[config.mk]
export PLATFORM = sky130hd
export DESIGN_NAME = imm_gen_stage
export DESIGN_NICKNAME = d
export VERILOG_FILES = /design/src/rtl/imm_gen_stage_pkg.sv /design/src/rtl/imm_extract.sv /design/src/rtl/imm_gen_stage.sv
export SDC_FILE = /design/constraint.sdc
export NUM_CORES = 1
export LEC_CHECK = 0
export CORE_ASPECT_RATIO = 1.5
export CORE_MARGIN = 1.5
export CORE_UTILIZATION = 40
export DETAILED_ROUTE_END_ITERATION = 6
export PLACE_DENSITY = 0.64
export SLEW_MARGIN = 20
export SYNTH_ARGS = -nofsm -noshare
export SYNTH_HDL_FRONTEND = slang
export SYNTH_SLANG_ARGS = --single-unit
[constraint.sdc]
create_clock -name clk_i -period 13.55 [get_ports clk_i]
set_input_delay 2.71 -clock clk_i [delete_from_list [all_inputs] [get_ports clk_i]]
set_output_delay 2.71 -clock clk_i [all_outputs]
set_load 0.01 [all_outputs]
[src/rtl/imm_gen_stage_pkg.sv]
// Shared definitions for the immediate-generation stage: type codes and
// field widths used by the extractor and the output buffer.
package imm_gen_stage_pkg;

  localparam int TYPE_W = 4;
  localparam int CNT_W  = 2;

  typedef enum logic [TYPE_W-1:0] {
    IMM_NONE  = 4'd0,
    IMM_I     = 4'd1,
    IMM_S     = 4'd2,
    IMM_B     = 4'd3,
    IMM_U     = 4'd4,
    IMM_J     = 4'd5,
    IMM_Z     = 4'd6,
    IMM_SHAMT = 4'd7,
    IMM_CI    = 4'd8,
    IMM_CLUI  = 4'd9,
    IMM_CIW   = 4'd10,
    IMM_CLW   = 4'd11,
    IMM_CLD   = 4'd12,
    IMM_CB    = 4'd13,
    IMM_CJ    = 4'd14
  } imm_type_e;

endpackage

[src/rtl/imm_extract.sv]
// Combinational immediate decoder: assembles the raw field for each type
// and extends it to XLEN, forcing zero on illegal type/width combinations.
module imm_extract
  import imm_gen_stage_pkg::*;
#(
  parameter int XLEN   = 64,
  parameter bit RVC_EN = 1'b1
) (
  input  logic [31:0]       inst,
  input  logic [TYPE_W-1:0] imm_type,
  output logic [XLEN-1:0]   imm,
  output logic              illegal
);

  logic [31:0]     sx;
  logic [31:0]     zx;
  logic            use_sext;
  logic            rvc_type;
  logic [XLEN-1:0] sx_ext;
  logic [XLEN-1:0] zx_ext;
  logic            unused_bits;

  assign unused_bits = ^inst[1:0];

  always_comb begin
    sx       = '0;
    zx       = '0;
    use_sext = 1'b0;
    rvc_type = 1'b0;
    illegal  = 1'b0;
    case (imm_type_e'(imm_type))
      IMM_NONE: ;
      IMM_I: begin
        use_sext = 1'b1;
        sx       = {{20{inst[31]}}, inst[31:20]};
      end
      IMM_S: begin
        use_sext = 1'b1;
        sx       = {{20{inst[31]}}, inst[31:25], inst[11:7]};
      end
      IMM_B: begin
        use_sext = 1'b1;
        sx       = {{19{inst[31]}}, inst[31], inst[7], inst[30:25], inst[11:8], 1'b0};
      end
      IMM_U: begin
        use_sext = 1'b1;
        sx       = {inst[31:12], 12'b0};
      end
      IMM_J: begin
        use_sext = 1'b1;
        sx       = {{11{inst[31]}}, inst[31], inst[19:12], inst[20], inst[30:21], 1'b0};
      end
      IMM_Z: zx = {27'b0, inst[19:15]};
      IMM_SHAMT: begin
        // RV32 shifts only have a 5-bit amount, so a set bit 25 is malformed
        if (XLEN == 64) begin
          zx = {26'b0, inst[25:20]};
        end else begin
          zx      = {27'b0, inst[24:20]};
          illegal = inst[25];
        end
      end
      IMM_CI: begin
        rvc_type = 1'b1;
        use_sext = 1'b1;
        sx       = {{26{inst[12]}}, inst[12], inst[6:2]};
      end
      IMM_CLUI: begin
        rvc_type = 1'b1;
        use_sext = 1'b1;
        sx       = {{14{inst[12]}}, inst[12], inst[6:2], 12'b0};
      end
      IMM_CIW: begin
        rvc_type = 1'b1;
        zx       = {22'b0, inst[10:7], inst[12:11], inst[5], inst[6], 2'b0};
      end
      IMM_CLW: begin
        rvc_type = 1'b1;
        zx       = {25'b0, inst[5], inst[12:10], inst[6], 2'b0};
      end
      IMM_CLD: begin
        rvc_type = 1'b1;
        zx       = {24'b0, inst[6:5], inst[12:10], 3'b0};
      end
      IMM_CB: begin
        rvc_type = 1'b1;
        use_sext = 1'b1;
        sx       = {{23{inst[12]}}, inst[12], inst[6:5], inst[2], inst[11:10], inst[4:3], 1'b0};
      end
      IMM_CJ: begin
        rvc_type = 1'b1;
        use_sext = 1'b1;
        sx       = {{20{inst[12]}}, inst[12], inst[8], inst[10:9], inst[6], inst[7],
                    inst[2], inst[11], inst[5:3], 1'b0};
      end
      default: illegal = 1'b1;
    endcase
    if (rvc_type && !RVC_EN) illegal = 1'b1;
  end

  always_comb begin
    sx_ext       = {XLEN{sx[31]}};
    sx_ext[31:0] = sx;
    zx_ext       = '0;
    zx_ext[31:0] = zx;
    if (illegal)       imm = '0;
    else if (use_sext) imm = sx_ext;
    else               imm = zx_ext;
  end

endmodule

[src/rtl/imm_gen_stage.sv]
// Registered immediate-generation stage: decodes the immediate on entry and
// queues {imm, tag, illegal} in a 2-entry FIFO toward decode/issue.
module imm_gen_stage
  import imm_gen_stage_pkg::*;
#(
  parameter int XLEN   = 64,
  parameter bit RVC_EN = 1'b1,
  parameter int TAG_W  = 64
) (
  input  logic              clk_i,
  input  logic              rst_i,
  input  logic              flush_i,
  input  logic              valid_i,
  output logic              ready_o,
  input  logic [31:0]       inst_i,
  input  logic [TYPE_W-1:0] type_i,
  input  logic [TAG_W-1:0]  tag_i,
  output logic              valid_o,
  input  logic              ready_i,
  output logic [XLEN-1:0]   imm_o,
  output logic [TAG_W-1:0]  tag_o,
  output logic              illegal_o
);

  logic [XLEN-1:0]  dec_imm;
  logic             dec_illegal;
  logic [XLEN-1:0]  mem_imm [2];
  logic [TAG_W-1:0] mem_tag [2];
  logic [1:0]       mem_ill;
  logic             wr_ptr;
  logic             rd_ptr;
  logic [CNT_W-1:0] count;
  logic             push;
  logic             pop;

  imm_extract #(
    .XLEN   (XLEN),
    .RVC_EN (RVC_EN)
  ) u_extract (
    .inst     (inst_i),
    .imm_type (type_i),
    .imm      (dec_imm),
    .illegal  (dec_illegal)
  );

  // Handshake depends only on the registered count, never on ready_i
  assign ready_o   = (count != CNT_W'(2));
  assign valid_o   = (count != '0);
  assign push      = valid_i & ready_o;
  assign pop       = valid_o & ready_i;
  assign imm_o     = mem_imm[rd_ptr];
  assign tag_o     = mem_tag[rd_ptr];
  assign illegal_o = mem_ill[rd_ptr];

  always_ff @(posedge clk_i or posedge rst_i) begin
    if (rst_i) begin
      count   <= '0;
      wr_ptr  <= 1'b0;
      rd_ptr  <= 1'b0;
      mem_ill <= '0;
      for (int unsigned i = 0; i < 2; i++) begin
        mem_imm[i] <= '0;
        mem_tag[i] <= '0;
      end
    end else if (flush_i) begin
      count  <= '0;
      wr_ptr <= 1'b0;
      rd_ptr <= 1'b0;
    end else begin
      if (push) begin
        mem_imm[wr_ptr] <= dec_imm;
        mem_tag[wr_ptr] <= tag_i;
        mem_ill[wr_ptr] <= dec_illegal;
        wr_ptr          <= ~wr_ptr;
      end
      if (pop) rd_ptr <= ~rd_ptr;
      case ({push, pop})
        2'b10:   count <= count + CNT_W'(1);
        2'b01:   count <= count - CNT_W'(1);
        default: count <= count;
      endcase
    end
  end

endmodule

# Word-level counts from Yosys, hierarchy flattened
# Index checks and enable logic that the tools add are counted.
[op_classes]
bitwise_logic = 7
div_mod_pow = 0
reduce_logical = 10
n_lt_le_gt_ge = 6
eq_ne = 17
n_addsub = 2
muxes = 27
mul = 0
n_shift = 0
[ops]
columns = ["cell", "n"]
rows = [
  ["64-bit 2-to-1 mux", 9],
  ["32-bit one-hot mux with 9 select lines", 1],
  ["128-bit bitwise mux", 2],
  ["64-bit demux with 1-bit select", 1],
  ["10-bit one-hot mux with 5 select lines", 1],
  ["4-bit equality test, second input constant", 7],
  ["4-bit by 3-bit equality test with 1-bit output, second input constant", 4],
  ["15-bit OR reduction", 1],
  ["1-bit 2-to-1 mux", 9],
  ["9-bit OR reduction", 1],
  ["4-bit by 2-bit equality test with 1-bit output, second input constant", 2],
  ["2-bit nonzero test", 3],
  ["4-bit by 1-bit equality test with 1-bit output, second input constant", 1],
  ["2-bit greater-or-equal comparator, second input constant", 2],
  ["4-bit zero test", 1],
  ["1-bit by 2-bit less-than comparator with 1-bit output, second input constant", 2],
  ["1-bit NOT with 2-bit output", 2],
  ["2-bit one-hot mux with 2 select lines", 1],
  ["1-bit NOT", 3],
  ["3-bit nonzero test", 1],
  ["2-bit by 1-bit adder with 2-bit output, second input constant", 1],
  ["1-bit bitwise AND", 2],
  ["2-bit bitwise mux", 1],
  ["2-bit by 1-bit equality test with 1-bit output, second input constant", 1],
  ["other kinds (9)", 10],
]
[totals]
reg_bits = 262
ramBits = 0
memories = 0
mem_bits_ro = 0
latchBits = 0

# Depth between registers and ports, before layout
[depth]
word_depth = 6
ltp_mapped = 8
ltp_nobuf = 5

# Cells and area by module
# From an unflattened synthesis, not the netlist that was laid out.
[hier_totals]
hier_cells = 908
area_unflattened_um2 = 12663.4
[modules_own_cells]
columns = ["module", "area_each_um2", "cells_per_inst", "n_inst"]
rows = [
  ["imm_gen_stage", 11304.6, 713, 1],
  ["imm_extract", 1358.8, 195, 1],
]

# Least setup slack after synthesis
# OpenSTA, ideal clock, no wires.
[synth_timing]
path_type = "register to output"
start = "register rd_ptr"
end = "output port imm_o[32]"
t_required_ns = 10.840
setup_slack_ns = 9.200
arrival_ns = 1.640
stages_incl_launch_ff = 5
path_cell_list = "dfrtp_1 clkbuf_1 clkbuf_1 mux2_2 buf_4"
[synth_between]
elab_chain_cells = 4
[synth_lines]
columns = ["element", "line_no", "text"]
rows = [
  ["start, declared", "imm_gen_stage.sv:31", "logic rd_ptr;"],
  ["start signal, assigned", "imm_gen_stage.sv:76", "if (pop) rd_ptr <= ~rd_ptr;"],
  ["1-bit NOT with 2-bit output (not written as such)", "imm_gen_stage.sv:51", "assign imm_o = mem_imm[rd_ptr];"],
  ["64-bit 2-to-1 mux (not written as such) (3 in series)", "imm_gen_stage.sv:51", ""],
  ["end, declared", "imm_gen_stage.sv:20", "output logic [XLEN-1:0] imm_o,"],
]
# No other way between the ends. The select of a mux whose other input is x is not followed.

# Worst setup path after layout
[layout_timing]
start = "register rd_ptr"
end = "output port imm_o[36]"
# The elaborated chain is that of the path after synthesis.

==> run_results.csv <==
group,metric,value,unit
synth,ys_ff_latch,198,
final_layout,mostFrequentLayoutCell,"nand2_1",
sta,fin_ws,7.47,ns
sta,slew-limit-headroom,36.1,%
final_layout,final_area,12700,um2
sta,fmax,164,MHz
place,gp_congestion,0.830,
synth,netlist_area,9890,um2
sta,finalCriticalPeriod,6.08,ns
final_layout,fin_util,52.2,%
route,detail_route.wl_per_cell,16.7,um
final_layout,num-nets-final,1227,
power_and_ir_drop,swShare,29.0,%
synth,syn-num-nets,1060,
critical_path,cpPeakStageDelay,0.91,ns
grt,overflow,0,
route,antenna_left,0,
status,status,"finished clean",
cts,clk_pin_slew_worst_paths,0.07,ns
die,die_x,131,um
critical_path,start_kind,"flip-flop",
synth,synth_ff_type,"dfrtp_1",
final_layout,syn_to_final_growth,28.6,%
power_and_ir_drop,power_density,147,nW/um2
grt,grt_pass1_vias,7539,
die,initial_core_util,40.6,%
sta,fin_tns_setup,0,ns
synth,synthAdderAreaFrac,0,%
die,ioPinCount,236,
final_layout,instances_no_fill,1460,
power_and_ir_drop,intPower,1.33,mW
synth,synth_simple_gate_area_share,13.9,%
power_and_ir_drop,power_frac_clock,26.8,%
cts,root_buffer,"clkbuf_16",
cts,cts.repair.resized,0,
power_and_ir_drop,p_leak,5.58,nW
job,maxCapViolCount,0,
die,core.rowCount,70,
grt,grt_max_degree,122,
place,post-dp-hpwl,16400,um
place,port_buffers,233,
synth,synthMuxAreaShare,19.5,%
power_and_ir_drop,peakVddDrop,0.0851,mV
synth,synthCells,955,
sta,fin_skew,0.0110,ns
synth,synth_seq_area_share,50.1,%
grt,grt_use_total,19.6,%
place,post-place-ws,7.87,ns
final_layout,drive_gt1_share,20.3,%
synth,yosys_warnings,0,
power_and_ir_drop,power.net_switching,543,uW
grt,grt_pass1_wl,40000,um
route,dr.first_iter.drc_count,317,
critical_path,cp_cell_sequence,"buf_4 > mux2_2 > clkdlybuf4s50_1",
synth,ys_types,65,
sta,rsz0062_at_grt,"false",
die,die_h,196,um
route,vias,7352,
cts,clockBufferDepth,2,
cts,htreeDepth,4,
sta,finalSetupViolCount,0,
critical_path,critPathMaxFanout,50,
final_layout,layout_common_cells,"258 x nand2_1, 233 x clkdlybuf4s50_1, 197 x dfrtp_1, 169 x mux2_2, 33 x o21ai_0",
grt,antenna_found_initial,1,
critical_path,crit_path_end_kind,"output pin",
route,wirelength,24500,um
sta,hold_viol,0,
critical_path,critPathKind,"reg -> out",
synth,synthXorXnorAreaFrac,0.443,%
critical_path,slowest_stage,"dfrtp_4",
place,dp_cells,1427,
route,first_pass_iters,4,
die,fp.coreArea,24300,um2
synth,synth_edf_count,0,
sta,finalCritPeriodShare,44.9,%
synth,synth_compound_gate_area_share,9.65,%
synth,synth.avg_cell_area,10.4,um2
route,post_drt_via_cell_ratio,5.04,
cts,clock_sinks,198,
cts,cts_buffers,17,
synth,synth_top_family_by_area,"multiplexers",
sta,final_max_slew_viol_count,0,
route,drc_errors,0,
cts,cts_tree,"done",
cts,cts_setup_buffers,0,
worst_hold_path,hold_class,"reg -> reg",
cts,clock_latency,0.44,ns
cts,cts_hold_buf,0,
place,placed_cell_area,12100,um2
power_and_ir_drop,p_seq_share,43.3,%
critical_path,arrival,3.37,ns
die,dieArea,25700,um2
power_and_ir_drop,pwr-share-comb,30.0,%
synth,synthArstFlopShare,100,%
critical_path,worstPathRequired,10.84,ns
sta,worstMarginPinSlew,0.958,ns
==> metal layers <==
layer	global-route usage (%)	up-vias	routed length [um]
met5	0	-	0
met1	23.2	3583	10100
met2	34.7	175	12700
met3	4.08	32	935
li1	-	3562	-
met4	7.41	0	669
==> flip-flops by register name (all words and copies together), names as in the netlist <==
| name | cells |
|---|---|
| mem_ill | 2 |
| mem_imm | 64 |
| mem_tag | 128 |
| count | 2 |
| wr_ptr | 1 |
| rd_ptr | 1 |
==> through the flow <==
stage                     total power [mW]  hold slack (ns)
after floorplan                       1.14            0.442
after global routing                  1.98            0.493
final                                 1.87            0.471
after detailed placement              1.39            0.459
after global placement                1.37            0.454
after CTS                             1.90            0.476
==> final timing paths <==
kind                        startpoint  depth (start not counted)           to  slack (ns)
max reg2reg                   count[0]                          6  mem_imm[68]       11.10
max in group asynchronous        rst_i                          3  mem_imm[26]        9.42
max                             rd_ptr                          3    imm_o[36]        7.47
min reg2reg                mem_tag[70]                          2  mem_tag[70]        0.47
min in group asynchronous        rst_i                          2  mem_tag[91]        2.83
min                        mem_tag[70]                          2  mem_tag[70]        0.47
==> critical path, delay by kind of cell, from the launching register on <==
family	cells	cell delay, ns
multiplexers	1	0.63
buffers and inverters	2	1.33
flip-flops	1	0.91
==> power groups by stage <==
stage / registers [mW] / logic [mW] / clock network [mW]
after floorplan: 0.796 / 0.348 / 0
after global placement: 0.814 / 0.559 / 0
after detailed placement: 0.822 / 0.566 / 0
after CTS: 0.811 / 0.569 / 0.519
after global routing: 0.830 / 0.612 / 0.539
final: 0.809 / 0.561 / 0.501
==> kinds of logic after synthesis <==
logic type,Yosys count
AO/OA/AOI/OAI,149
AND/OR/NAND/NOR,324
XOR/XNOR,5
buffers and inverters,107
multiplexers,172
flip-flops,198
==> cells in the mapped netlist (all sizes together), types with 6 or more instances <==
master	instances	area, um2
dfrtp	198	4950
nor2	21	81.3
mux2	169	1900
a22oi	6	45.0
inv	11	41.3
nand2	259	975
a22o	6	52.6
o21ai	63	315
a21oi	29	160
buf	80	528
clkbuf	16	60.1
nand2b	9	58.8
a31oi	9	56.3
==> area by class of cell <==
cell class	instances	area, um2
Clock buffer	19	443
Inverter	11	48.8
Multi-Input combinational cell	650	4310
Clock inverter	13	133
Sequential cell	198	4960
Fill cell	2253	11600
Tap cell	324	405
Antenna cell	1	2.50
Timing Repair Buffer	244	2420
Power figures use the tool's default switching activity.
